### src/rtl/nn_fixed_pkg.sv
// ============================================================================
// Module : nn_fixed_pkg
// Brief  : Q16.16 fixed-point constants and the accumulator state enumeration.
// Rev    : 1.0
// ============================================================================
`default_nettype none

package nn_fixed_pkg;

    localparam int DATA_W = 32;
    localparam int FRAC_W = 16;

    localparam logic [DATA_W-1:0] Q_ONE = 32'h0001_0000;
    localparam logic [DATA_W-1:0] Q_MAX = 32'h7FFF_FFFF;
    localparam logic [DATA_W-1:0] Q_MIN = 32'h8000_0000;

    typedef enum logic [1:0] {
        IDLE  = 2'd0,
        ACCUM = 2'd1,
        HOLD  = 2'd2
    } acc_state_t;

endpackage

`default_nettype wire

### src/rtl/neuron_accumulator_sat_clamp.sv
// ============================================================================
// Module : sat_clamp
// Brief  : Combinational signed saturation from IN_W to OUT_W bits.
// Rev    : 1.0
// ============================================================================
`default_nettype none

module sat_clamp #(
    parameter int IN_W  = 42,
    parameter int OUT_W = 32
) (
    input  logic signed [IN_W-1:0]  i_value,
    output logic signed [OUT_W-1:0] o_value,
    output logic                    o_overflow
);

    logic                   w_sign;
    logic [IN_W-OUT_W:0]    w_upper;

    // The value fits only if every bit from the output MSB upward is a copy of the sign.
    assign w_sign     = i_value[IN_W-1];
    assign w_upper    = i_value[IN_W-1:OUT_W-1];
    assign o_overflow = !((&w_upper) || !(|w_upper));

    always_comb begin
        o_value = i_value[OUT_W-1:0];
        if (o_overflow) begin
            o_value = w_sign ? {1'b1, {(OUT_W-1){1'b0}}} : {1'b0, {(OUT_W-1){1'b1}}};
        end
    end

endmodule

`default_nettype wire

### src/rtl/neuron_accumulator.sv
// ============================================================================
// Module : neuron_accumulator
// Brief  : Biased, saturating Q16.16 dot-product accumulator with valid/ready
//          on both sides. Define NEURON_ACC_RELU_EN to rectify the result.
// Rev    : 1.0
// ============================================================================
`default_nettype none

module neuron_accumulator
    import nn_fixed_pkg::*;
#(
    parameter int DATA_W = nn_fixed_pkg::DATA_W,
    parameter int CNT_W  = 10
) (
    input  logic              clk,
    input  logic              rst_n,
    input  logic [DATA_W-1:0] bias,
    input  logic [DATA_W-1:0] in_product,
    input  logic              in_valid,
    input  logic              in_last,
    output logic              in_ready,
    output logic [DATA_W-1:0] out_result,
    output logic [CNT_W-1:0]  out_count,
    output logic              out_sat,
    output logic              out_valid,
    input  logic              out_ready
);

    localparam int ACC_W = DATA_W + CNT_W;

    acc_state_t               r_state;
    logic signed [ACC_W-1:0]  r_acc;
    logic [CNT_W-1:0]         r_cnt;
    logic                     r_ovl;
    logic                     r_in_ready;
    logic [DATA_W-1:0]        r_out_result;
    logic [CNT_W-1:0]         r_out_count;
    logic                     r_out_sat;
    logic                     r_out_valid;

    logic                     w_fire;
    logic signed [ACC_W-1:0]  w_bias_ext;
    logic signed [ACC_W-1:0]  w_prod_ext;
    logic signed [ACC_W-1:0]  w_acc_next;
    logic [CNT_W-1:0]         w_cnt_next;
    logic                     w_ovl_next;
    logic                     w_cnt_max;
    logic signed [DATA_W-1:0] w_clamped;
    logic                     w_clamp_ovf;
    logic [DATA_W-1:0]        w_result;

    assign w_fire     = in_valid && r_in_ready;
    assign w_bias_ext = {{CNT_W{bias[DATA_W-1]}}, bias};
    assign w_prod_ext = {{CNT_W{in_product[DATA_W-1]}}, in_product};
    assign w_cnt_max  = (r_cnt == {CNT_W{1'b1}});

    // The first beat of a vector seeds from bias instead of the stale accumulator.
    always_comb begin
        w_acc_next = r_acc + w_prod_ext;
        w_cnt_next = w_cnt_max ? r_cnt : r_cnt + 1'b1;
        w_ovl_next = r_ovl || w_cnt_max;
        if (r_state == IDLE) begin
            w_acc_next = w_bias_ext + w_prod_ext;
            w_cnt_next = {{(CNT_W-1){1'b0}}, 1'b1};
            w_ovl_next = 1'b0;
        end
    end

    sat_clamp #(
        .IN_W  (ACC_W),
        .OUT_W (DATA_W)
    ) u_sat_clamp (
        .i_value    (w_acc_next),
        .o_value    (w_clamped),
        .o_overflow (w_clamp_ovf)
    );

`ifdef NEURON_ACC_RELU_EN
    assign w_result = w_clamped[DATA_W-1] ? {DATA_W{1'b0}} : w_clamped;
`else
    assign w_result = w_clamped;
`endif

    always_ff @(posedge clk or negedge rst_n) begin
        if (!rst_n) begin
            r_state      <= IDLE;
            r_acc        <= '0;
            r_cnt        <= '0;
            r_ovl        <= 1'b0;
            r_in_ready   <= 1'b0;
            r_out_result <= '0;
            r_out_count  <= '0;
            r_out_sat    <= 1'b0;
            r_out_valid  <= 1'b0;
        end else begin
            case (r_state)
                IDLE, ACCUM: begin
                    r_in_ready <= 1'b1;
                    if (w_fire) begin
                        r_acc <= w_acc_next;
                        r_cnt <= w_cnt_next;
                        r_ovl <= w_ovl_next;
                        if (in_last) begin
                            r_state      <= HOLD;
                            r_in_ready   <= 1'b0;
                            r_out_result <= w_result;
                            r_out_count  <= w_cnt_next;
                            r_out_sat    <= w_clamp_ovf || w_ovl_next;
                            r_out_valid  <= 1'b1;
                        end else begin
                            r_state <= ACCUM;
                        end
                    end
                end
                HOLD: begin
                    if (r_out_valid && out_ready) begin
                        r_out_valid <= 1'b0;
                        r_in_ready  <= 1'b1;
                        r_state     <= IDLE;
                    end
                end
                default: begin
                    r_state    <= IDLE;
                    r_in_ready <= 1'b0;
                end
            endcase
        end
    end

    assign in_ready   = r_in_ready;
    assign out_result = r_out_result;
    assign out_count  = r_out_count;
    assign out_sat    = r_out_sat;
    assign out_valid  = r_out_valid;

endmodule

`default_nettype wire

### config.mk
export PLATFORM = sky130hd
export DESIGN_NAME = neuron_accumulator
export DESIGN_NICKNAME = d
export VERILOG_FILES = /design/src/rtl/nn_fixed_pkg.sv /design/src/rtl/neuron_accumulator_sat_clamp.sv /design/src/rtl/neuron_accumulator.sv
export SDC_FILE = /design/constraint.sdc
export NUM_CORES = 1
export LEC_CHECK = 0
export ABC_AREA = 1
export CAP_MARGIN = 40
export CORE_MARGIN = 1.5
export CORE_UTILIZATION = 34
export DETAILED_ROUTE_END_ITERATION = 10
export PLACE_DENSITY_LB_ADDON = 0.1
export SLEW_MARGIN = 20
export SYNTH_ARGS = -nofsm -noshare
export SYNTH_HDL_FRONTEND = slang
export SYNTH_SLANG_ARGS = --single-unit
### constraint.sdc
create_clock -name clk -period 4.22 [get_ports clk]
set_input_delay 0.422 -clock clk [delete_from_list [all_inputs] [get_ports clk]]
set_output_delay 0.422 -clock clk [all_outputs]
set_load 0.01 [all_outputs]
==> summary.txt <==
Timing
  • Clk_skew: 0.0127 ns
  • Worst-margin pin slew: 0.773 ns
  • Number of slew-limit violations in the final report: 0
  • Final Hold Slack: 0.0691 ns
  • Unrepaired setup endpoints after global routing: false
  • Crit share post-route: 84.5%
  • Final setup violation count: 0
  • Hold Violations, Final: 0
  • Highest clock rate: 281 MHz
  • Worst slew margin relative to its limit: 48.5%
  • Setup total negative slack: 0 ns
  • Final critical path time including I/O delays and setup: 3.56 ns
  • Min setup slack post-route: 0.656 ns

Power and ir drop
  • Leakage power of the design: 6.10 nW
  • Peak ir drop on the vdd network: 0.176 mV
  • Power density cells: 207 nW/µm²

Detailed routing
  • First-pass iteration count of the detailed router: 7
  • Routed via count: 9901
  • Average wire per standard cell: 15.7 µm
  • Post-detailed-route DRC marker count: 0
  • Remaining antenna violation count: 0
  • Initial DRC Count: 712
  • Wire length after detailed routing: 32500 µm
  • Detailed-route vias per instance: 4.80

Setup path
  • Critical Path AT: 3.86 ns
  • Capture instance of the worst register-to-register path: out_result[21]
  • Largest fanout on the critical path: 32
  • Startpoint of the worst register-to-register path: r_acc[21]
  • Worst path required time: 4.52 ns
  • WS Path Type: in2reg
  • Logic depth of the worst register-to-register path: 17
  • Slack of the worst reg-to-reg path: 0.93 ns
  • Setup crit start kind: input port
  • Kind of end point of the critical path: flop

CTS
  • H-tree Lvls: 3
  • CTS tree: built
  • Bufs on Longest Clock Path: 2
  • CTS Hold Bufs: 0
  • Worst-Skew Late Latency: 0.37 ns
  • Clock-pin slew on the worst setup and hold paths: 0.08 ns
  • Resized cells post-CTS: 0
  • Master cell of the clock root buffer: clkbuf_16
  • Total clock buffers created by CTS: 9
  • CTS sink count: 100
  • Postcts setup bufs: 0

Hold path
  • Tightest Hold Check Type: in2async

Logic synthesis
  • Cell taking the most area after synthesis: dfrtp_1
  • Top cells by area, synth: dfrtp_1, nand2_1, ha_1
  • Portion of synthesized cell area occupied by the leading cell type: 25.8%
  • Seq/Total Area, Yosys: 25.8%
  • Post-synth EDFFs: 0
  • Number of distinct library cells after synthesis: 43
  • Most used DFF post-synth: dfrtp_1
  • Mean instance size in the synthesized netlist: 6.16 µm²
  • Synth async-reset ratio: 100%
  • Cell with the most instances after synthesis: nand2_1
  • Nets in the synthesized netlist: 1717
  • Yosys warnings: 0
  • Commonest cells in the netlist: nand2_1, inv_1, nor2_1
  • Cell area after synthesis: 9680 µm²
  • Total of flip-flops plus latches after synthesis: 100
  • Cell count after synthesis: 1572

Layout
  • Number of cells in the finished layout apart from fillers: 2064
  • Number of fill cells in the layout: 3090
  • Design area: 11600 µm²
  • Total area of sequential cells: 2500 µm²
  • Multi-input gate area in the final layout: 6230 µm²
  • Relative area change from synthesis to final layout: 19.8%
  • Antenna diodes: 0
  • Fraction of layout instances using a drive strength above 1: 5.46%
  • Total Nets Final: 1826

Global route
  • Vias in the first global route: 9298
  • Global-route wire length before repair: 51400 µm
  • Remaining global-route overflow: 0
  • Overall routing resource usage: 22.8%
  • Largest net degree at the start of global routing: 69
  • Initial antenna violation count: 0

Floorplanning
  • Placeable core area: 27900 µm²
  • Die height: 172 µm
  • Starting Density: 34.7%
  • Die footprint: 29500 µm²
  • Die X: 172 µm
  • Boundary pin count: 114
  • Core Rows: 61

Placement
  • Placed cell area: 11300 µm²
  • Last weighted congestion value of the routability-driven placer: 0.908
  • Number of port buffers: 113
  • HPWL after DPL: 26400 µm
  • Number of placed instances with taps included: 2048
  • Setup WS pre-CTS: 0.242 ns

Outcome
  • Outcome: finished, final reports clean

Flow run
  • Total of max-cap violations: 0
[placed cells by master (no fill, tap or decap), types with 3 or more instances in the layout]
cell             count
a21o_1               7
a21oi_1             83
a21oi_2             30
a31o_2               4
a31oi_1             22
and2_1               3
buf_4               17
clkbuf_16            9
clkdlybuf4s50_1    112
dfrtp_1            100
ha_1                74
inv_1              204
nand2_1            579
nand2_2              5
nand3_1             69
nand3b_1             3
nand4_1              7
nor2_1             187
nor3_1              11
o21ai_0             78
o21bai_1             7
o22ai_1              4
o31ai_1              5
or2_2                4
xnor2_1             12
xor2_1              15
[power by group]
part	total (mW)	leakage [nW]	switching (mW)	internal [mW]
combinational	0.514	4.58	0.321	0.193
sequential	0.957	1.36	0	0.957
clock	0.931	0.160	0.448	0.483
[cell type report]
type | count | area share, %
multi-input cells | 1232 | 53.7
flip-flops and latches | 100 | 21.6
repair buffers | 131 | 11.1
inverters | 207 | 6.70
well taps | 378 | 4.08
clock buffers | 9 | 1.94
clock inverters | 7 | 0.885
[cell families after synthesis]
kind of cell | synth area share (%)
compound gates | 15.3
xor+xnor | 2.44
fa+ha+maj | 9.98
buf+inv | 9.93
flops | 25.8
mux | 0.233
simple gates | 36.3
[worst max-delay path by stage]
stage	slack [ns]	depth (start not counted)	startpoint	end
after floorplan	1.36	20	bias[0]	out_result[23]
after global placement	0.32	20	in_product[0]	out_result[23]
after detailed placement	0.24	20	in_product[0]	out_result[21]
after CTS	0.63	20	in_product[0]	out_result[21]
after global routing	0.30	16	in_product[31]	out_result[19]
final	0.66	20	in_product[0]	out_result[21]
[state kept, by name, indices dropped and copies added, names as in the netlist]
signal	count
out_result	32
r_cnt	10
in_ready	1
r_ovl	1
out_sat	1
r_acc	42
out_valid	1
out_count	10
r_state	2
[through the flow]
stage | total power, mW | util [%]
CTS | 2.43 | 41.5
detailed placement | 1.49 | 40.3
finish | 2.40 | 41.5
global route | 2.51 | 41.5
global placement | 1.49 | 40.3
floorplan | 1.28 | -
[critical path: stages]
cell,delay [ns]
clkdlybuf4s50_1,0.50
ha_1,0.18
inv_1,0.06
fa_1,0.38
nand3b_1,0.17
nand2_1,0.15
nand2_1,0.09
nand2_2,0.14
nand2_1,0.08
nand2_2,0.12
nand2_1,0.11
nand3_1,0.15
nand3_4,0.25
nand2_1,0.15
nand2_1,0.06
nor2_1,0.11
nand3_1,0.12
nand2_4,0.30
nand2_1,0.14
a21oi_2,0.16
[per-layer routing]
layer  up-vias  wire length [µm]  global-route usage (%)
met3        31              1160                    2.37
met2       189             15100                    38.7
li1       5230                 -                       -
met5         -                 0                       0
met1      4451             15500                    30.9
met4         0               679                    5.90
No activity file was read; power rests on OpenSTA's default activity.
